--- src/rtl/mem_arbiter_pkg.sv ---
// Shared encodings for the IF/LS memory arbiter: access sizes, FSM states, port IDs.
// Latency: none (types and constants only).
// Backpressure: n/a.
package mem_arbiter_pkg;

    localparam logic [1:0] SIZE_BYTE = 2'b00;
    localparam logic [1:0] SIZE_HALF = 2'b01;
    localparam logic [1:0] SIZE_WORD = 2'b10;

    typedef enum logic [1:0] {
        ST_IDLE = 2'd0,
        ST_BUSY = 2'd1,
        ST_ACK  = 2'd2
    } state_t;

    typedef enum logic {
        PORT_IF = 1'b0,
        PORT_LS = 1'b1
    } port_t;

    // True when an access of this size cannot be issued from this byte offset,
    // or when the size code itself is not a legal one.
    function automatic logic access_bad(input logic [1:0] size, input logic [1:0] addr_lo);
        logic bad;
        bad = 1'b0;
        case (size)
            SIZE_BYTE: bad = 1'b0;
            SIZE_HALF: bad = addr_lo[0];
            SIZE_WORD: bad = (addr_lo != 2'b00);
            default:   bad = 1'b1;
        endcase
        return bad;
    endfunction

endpackage

--- src/rtl/mem_arb_align_chk.sv ---
// Flags misaligned LS accesses (half on odd byte, word off 4-byte boundary) and size 2'b11.
// Latency: purely combinational.
// Backpressure: none; result is consumed only while the arbiter is idle.
module mem_arb_align_chk
    import mem_arbiter_pkg::*;
(
    input  logic [1:0] size_i,
    input  logic [1:0] addr_lo_i,
    output logic       err_o
);

    // Decode the size/offset pair into a single error flag.
    always_comb begin
        err_o = access_bad(size_i, addr_lo_i);
    end

endmodule

--- src/rtl/mem_arbiter.sv ---
// Shares one RAM port between instruction fetch (IF) and load/store (LS) with req/ack handshakes.
// Latency: request seen idle at cycle N acks at N+MEM_LATENCY+1; a rejected LS access acks at N+1.
// Backpressure: requester holds req until its one-cycle ack; the loser of a tie waits in place.
// Build option MEM_ARB_ROUND_ROBIN_EN: ties alternate between ports; otherwise LS always wins.
module mem_arbiter
    import mem_arbiter_pkg::*;
#(
    parameter int MEM_LATENCY = 2,
    parameter int ADDR_W      = 32
) (
    input  logic              clk,
    input  logic              reset,

    input  logic              if_req,
    input  logic [ADDR_W-1:0] if_addr,
    output logic              if_ack,
    output logic [31:0]       if_rdata,

    input  logic              ls_req,
    input  logic              ls_we,
    input  logic [1:0]        ls_size,
    input  logic [ADDR_W-1:0] ls_addr,
    input  logic [31:0]       ls_wdata,
    output logic              ls_ack,
    output logic              ls_err,
    output logic [31:0]       ls_rdata,

    output logic [1:0]        mem_size,
    output logic [ADDR_W-1:0] addr,
    output logic [31:0]       data_i,
    output logic              mem_we,
    input  logic [31:0]       data_o
);

    // Counter only needs to reach MEM_LATENCY-1; keep at least one bit.
    localparam int             CNT_W    = (MEM_LATENCY > 1) ? $clog2(MEM_LATENCY) : 1;
    localparam logic [CNT_W-1:0] CNT_LOAD = CNT_W'(MEM_LATENCY - 1);

    state_t            state_q,    state_d;
    logic [CNT_W-1:0]  cnt_q,      cnt_d;
    port_t             grant_q,    grant_d;
    logic              err_q,      err_d;
    logic              we_q,       we_d;
    logic [1:0]        size_q,     size_d;
    logic [ADDR_W-1:0] addr_q,     addr_d;
    logic [31:0]       wdata_q,    wdata_d;
    logic [31:0]       if_rdata_q, if_rdata_d;
    logic [31:0]       ls_rdata_q, ls_rdata_d;
`ifdef MEM_ARB_ROUND_ROBIN_EN
    port_t             last_q,     last_d;
`endif

    port_t win;
    logic  ls_misalign;

    mem_arb_align_chk u_align_chk (
        .size_i    (ls_size),
        .addr_lo_i (ls_addr[1:0]),
        .err_o     (ls_misalign)
    );

    // Pick the requester that would be granted if the arbiter were idle this cycle.
    always_comb begin
        win = PORT_IF;
        if (if_req && ls_req) begin
`ifdef MEM_ARB_ROUND_ROBIN_EN
            win = (last_q == PORT_LS) ? PORT_IF : PORT_LS;
`else
            win = PORT_LS;
`endif
        end else if (ls_req) begin
            win = PORT_LS;
        end
    end

    // Next-state and datapath updates for the IDLE/BUSY/ACK access sequence.
    always_comb begin
        state_d    = state_q;
        cnt_d      = cnt_q;
        grant_d    = grant_q;
        err_d      = err_q;
        we_d       = we_q;
        size_d     = size_q;
        addr_d     = addr_q;
        wdata_d    = wdata_q;
        if_rdata_d = if_rdata_q;
        ls_rdata_d = ls_rdata_q;
`ifdef MEM_ARB_ROUND_ROBIN_EN
        last_d     = last_q;
`endif
        unique case (state_q)
            ST_IDLE: begin
                if (if_req || ls_req) begin
                    grant_d = win;
                    if ((win == PORT_LS) && ls_misalign) begin
                        // Rejected access never touches the RAM outputs.
                        err_d   = 1'b1;
                        state_d = ST_ACK;
                    end else begin
                        err_d   = 1'b0;
                        cnt_d   = CNT_LOAD;
                        state_d = ST_BUSY;
                        if (win == PORT_LS) begin
                            addr_d  = ls_addr;
                            size_d  = ls_size;
                            we_d    = ls_we;
                            wdata_d = ls_wdata;
                        end else begin
                            addr_d  = if_addr;
                            size_d  = SIZE_WORD;
                            we_d    = 1'b0;
                        end
                    end
                end
            end
            ST_BUSY: begin
                if (cnt_q == '0) begin
                    we_d    = 1'b0;
                    state_d = ST_ACK;
                    if (grant_q == PORT_IF) begin
                        if_rdata_d = data_o;
                    end else if (!we_q) begin
                        // Stores leave the load-data register untouched.
                        ls_rdata_d = data_o;
                    end
                end else begin
                    cnt_d = cnt_q - CNT_W'(1);
                end
            end
            ST_ACK: begin
                state_d = ST_IDLE;
`ifdef MEM_ARB_ROUND_ROBIN_EN
                last_d  = grant_q;
`endif
            end
            default: begin
                state_d = ST_IDLE;
            end
        endcase
    end

    // State and datapath registers; reset abandons any in-flight access without an ack.
    always_ff @(posedge clk or posedge reset) begin
        if (reset) begin
            state_q    <= ST_IDLE;
            cnt_q      <= '0;
            grant_q    <= PORT_IF;
            err_q      <= 1'b0;
            we_q       <= 1'b0;
            size_q     <= SIZE_WORD;
            addr_q     <= '0;
            wdata_q    <= '0;
            if_rdata_q <= '0;
            ls_rdata_q <= '0;
        end else begin
            state_q    <= state_d;
            cnt_q      <= cnt_d;
            grant_q    <= grant_d;
            err_q      <= err_d;
            we_q       <= we_d;
            size_q     <= size_d;
            addr_q     <= addr_d;
            wdata_q    <= wdata_d;
            if_rdata_q <= if_rdata_d;
            ls_rdata_q <= ls_rdata_d;
        end
    end

`ifdef MEM_ARB_ROUND_ROBIN_EN
    // Remember which port completed last so the next tie goes the other way.
    always_ff @(posedge clk or posedge reset) begin
        if (reset) begin
            last_q <= PORT_IF;
        end else begin
            last_q <= last_d;
        end
    end
`endif

    assign if_ack   = (state_q == ST_ACK) && (grant_q == PORT_IF);
    assign ls_ack   = (state_q == ST_ACK) && (grant_q == PORT_LS);
    assign ls_err   = ls_ack && err_q;
    assign if_rdata = if_rdata_q;
    assign ls_rdata = ls_rdata_q;
    assign mem_size = size_q;
    assign addr     = addr_q;
    assign data_i   = wdata_q;
    assign mem_we   = we_q;

endmodule
--- config.mk ---
export PLATFORM = sky130hd
export DESIGN_NAME = mem_arbiter
export DESIGN_NICKNAME = d
export VERILOG_FILES = /design/src/rtl/mem_arbiter_pkg.sv /design/src/rtl/mem_arb_align_chk.sv /design/src/rtl/mem_arbiter.sv
export SDC_FILE = /design/constraint.sdc
export NUM_CORES = 1
export LEC_CHECK = 0
export BUFFER_PORTS_ARGS = -buffer_cell sky130_fd_sc_hd__buf_2
export CAP_MARGIN = 20
export CORE_UTILIZATION = 40
export DETAILED_ROUTE_END_ITERATION = 8
export PLACE_DENSITY = 0.71
export SYNTH_ARGS = -nofsm -noshare
export SYNTH_HDL_FRONTEND = slang
export SYNTH_SLANG_ARGS = --single-unit
--- constraint.sdc ---
create_clock -name clk -period 4.2 [get_ports clk]
set_clock_uncertainty 0.05 [all_clocks]
set_input_delay 0.21 -clock clk [delete_from_list [all_inputs] [get_ports clk]]
set_output_delay 0.21 -clock clk [all_outputs]
set_load 0.02 [all_outputs]
==> Implementation_results.wiki <==
{| class="wikitable"
! Metric !! Value
|-
| Endpoint class of the critical path || register
|-
| Starting utilization of the core area || 0.414
|-
| Setup Slack @ Placement || 1910 ps
|-
| Sum of net half-perimeters after detailed placement || roughly 10000 um
|-
| Clock latency on the worst-skew pair || just over 400 ps
|-
| Tcrit/Tclk final || 0.490
|-
| Transition time at the pin with the least slew margin || 941 ps
|-
| Standard cell with the maximum stage delay on the critical path || sky130_fd_sc_hd__or4b_4
|-
| Most common library cell in the layout ignoring fill and taps || sky130_fd_sc_hd__buf_2
|-
| Minimum hold slack || -24.9 ps
|-
| Synthesis-stage register bit count || 136
|-
| Die extent in x || ~120 um
|-
| Required time worst endpoint || 4440 ps
|-
| Wire length of the first global-routing pass || 24200 um
|-
| Vertical die dimension || 120 um
|-
| Detailed Route Iter0 Violations || 230
|-
| Fin util || 0.613
|-
| Overall power || 6.88 mW
|-
| CP bufs+invs || 0
|-
| Most used cells in the layout excluding fill and tap cells || sky130_fd_sc_hd__buf_2 (268), sky130_fd_sc_hd__dfrtp_1 (135), sky130_fd_sc_hd__mux2_2 (66)
|-
| Routed WL || 15500 um
|-
| Met1 routing resource usage after global routing || 0.261
|-
| Fraction of final layout cells with drive strength greater than 1 || 0.559
|-
| Post-detailed-route DRC marker count || 0
|-
| Number of port buffers || 268
|-
| Cell-by-cell listing of the critical path || nand2b_2 -> or4b_4 -> mux2_4
|-
| Arrival time of data at the critical path endpoint || 2300 ps
|-
| # clock sinks || 136
|-
| Clock period minus worst slack || about 2100 ps
|-
| Initial antenna violation count || 0
|-
| Area growth syn-to-layout || 48.0%
|-
| CTS root buf || sky130_fd_sc_hd__clkbuf_16
|-
| Count of antenna-violating nets left after detailed routing || 0
|-
| Via count || 4679
|-
| Max H-tree Level || 4
|-
| Startpoint Class || register
|-
| Fill count || between 1000 and 1500
|-
| Met2 demand-to-capacity share in global routing || 0.374
|-
| Count of final max-slew check failures || 0
|-
| Most congested layer reported by global routing || met2
|-
| Largest stage delay, worst path || around 800 ps
|-
| Failing checks || negative hold slack
|-
| Core Box Area || 13400 um^2
|-
| PD cells || 836 nW/um^2
|-
| Combined area of all synthesized cells || 5550 um^2
|-
| Synthesized instance count || 394
|-
| Leakage dissipation || approximately 4 nW
|-
| Overflow left after global routing || 0
|-
| Fin nets || 855
|-
| Die Footprint || 14400 um^2
|-
| VDD IR max || 295 uV
|-
| Mean cell area of the mapped netlist || 14.1 um^2
|-
| Top Family by Delay on Critical Path || simple AND/OR/NAND/NOR gates
|-
| RSZ-0062 raised after global routing || no
|-
| Synth cell types || 28
|-
| Met3 track demand over resource || 0.0542
|-
| Register area || 3400 um^2
|-
| Final hold violation count || 49
|-
| Count of boundary I/O pins || 269
|-
| Class of the most critical hold timing path || primary input to asynchronous set/reset pin
|-
| TritonCTS clock tree || yes
|-
| Pin count of the biggest net entering global routing || 109
|-
| Post-route setup TNS || 0 ps
|-
| Pre-antenna DRT Iters || 4
|-
| Net count after synthesis || ~530
|-
| Rows || 42
|-
| F_max || between 0.4 and 0.5 GHz
|-
| # resized after CTS || 0
|-
| CP Max Fanout || 32
|-
| Number of warning messages in the yosys log || 0
|-
| Last weighted congestion value of the routability-driven placer || 0.824
|-
| Max-cap check violation count || 0
|-
| Clock input transition at the sequential cells of the worst setup and hold paths || 60 ps
|-
| Clock Tree Buf Depth || 2
|-
| Detail-routed net length per standard cell || 17.0 um
|-
| Worst slew margin relative to its limit || 0.373
|-
| Worst setup slack after layout || 2140 ps
|-
| Setup violators final || 0
|-
| Average via count per standard cell || 5.15
|-
| Largest area contributor in the netlist || sky130_fd_sc_hd__dfrtp_1
|-
| Worst setup path category || register to register
|-
| Cts bufs inserted || 17
|-
| Area of combinational cells with multiple inputs || 1980 um^2
|-
| Overall fraction of global-route tracks in use || 0.219
|-
| Number of antenna diodes || 0
|-
| Top post-synthesis cells by area || sky130_fd_sc_hd__dfrtp_1 (61%), sky130_fd_sc_hd__mux2_2 (13%), sky130_fd_sc_hd__mux2_4 (8.1%)
|-
| Vias in the first global route || 4695
|-
| Post-synthesis sequential area ratio || 0.613
|-
| Status || finished with violations
|-
| Share of Yosys cell area claimed by the top area cell type || 0.608
|}
[power breakdown]
part | total [mW] | internal, mW | switching (mW)
registers | 2.40 | 1.98 | 0.419
clock network | 1.51 | 0.962 | 0.545
logic | 2.97 | 1.30 | 1.67
[metal layers]
layer / vias up / wire (um)
li1: 2124 / -
met1: 2303 / 6370
met2: 222 / 7810
met3: 30 / 958
met4: 0 / 361
met5: - / 0
[sequential cells by signal, summed over array words and instances (netlist names), 2 cells and up]
signal,cells
if_rdata,32
addr,32
state_q,2
ls_rdata,32
mem_size,2
data_i,32
[worst register-to-register path: cells and delay by family (launching register included)]
kind | cells | cell delay, ps
multiplexers | 1 | 430
AND/OR/NAND/NOR | 2 | 1030
flip-flops | 1 | 420
[cells in the mapped netlist]
master                      instances
sky130_fd_sc_hd__dfrtp_1          135
sky130_fd_sc_hd__nand3_1            1
sky130_fd_sc_hd__a21oi_1           34
sky130_fd_sc_hd__nor2_2             1
sky130_fd_sc_hd__nor3_1             2
sky130_fd_sc_hd__clkbuf_1          17
sky130_fd_sc_hd__mux2_2            66
sky130_fd_sc_hd__nor3b_1            1
sky130_fd_sc_hd__and3b_2            1
sky130_fd_sc_hd__nand2b_2           1
sky130_fd_sc_hd__o21ai_0            3
sky130_fd_sc_hd__or4b_4             1
sky130_fd_sc_hd__buf_6              1
sky130_fd_sc_hd__dfstp_2            1
sky130_fd_sc_hd__a22o_1             2
sky130_fd_sc_hd__buf_12             3
sky130_fd_sc_hd__and2_1             2
sky130_fd_sc_hd__mux2_4            30
sky130_fd_sc_hd__a2bb2oi_1          2
sky130_fd_sc_hd__o22ai_1           64
sky130_fd_sc_hd__nand2b_1           2
sky130_fd_sc_hd__o211ai_1           1
sky130_fd_sc_hd__or2_2              2
sky130_fd_sc_hd__buf_2              7
sky130_fd_sc_hd__o221ai_1           1
sky130_fd_sc_hd__nand2_1            8
sky130_fd_sc_hd__nor2_1             3
sky130_fd_sc_hd__inv_1              2
[repair_timing]
action                                 4_1_cts  5_1_grt
buffers inserted                             0        0
endpoints found under the hold margin       80        2
hold buffers                                59        2
[final timing paths]
path	start	endpoint	slack, ps	cells after the start
max	state_q[1]	ls_rdata[29]	2140	3
min reg2reg	data_i[8]	data_i[8]	450	1
min in group clk	if_addr[11]	addr[11]	20	3
min	reset	if_rdata[21]	-20	2
max reg2reg	state_q[1]	ls_rdata[29]	2140	3
max in group asynchronous	reset	ls_rdata[8]	3190	3
[kinds of logic after synthesis]
logic type / share of synthesized area
AOI/OAI and AO/OA: 0.115
muxes: 0.215
buffers and inverters: 0.0320
and+or+nand+nor: 0.0252
DFF: 0.613
[metrics by stage]
step | std cells | hold slack (ps) | instance area [um^2]
after global routing | 909 | 7.19 | 8220
after CTS | 906 | 3.51 | 8190
after detailed placement | 815 | 392 | 6990
final | 909 | -24.9 | 8220
after global placement | 815 | 389 | 6990
after floorplan | 394 | 293 | 5550
[final cells by class]
type	instances	share of cell area
clock buffer	20	0.0556
timing repair buffer	335	0.243
sequential	136	0.414
tap	176	0.0268
multi-input combinational	228	0.240
clock inverter	12	0.0183
inverter	2	0.00152
Note: power is estimated with default switching activity, not from simulation.
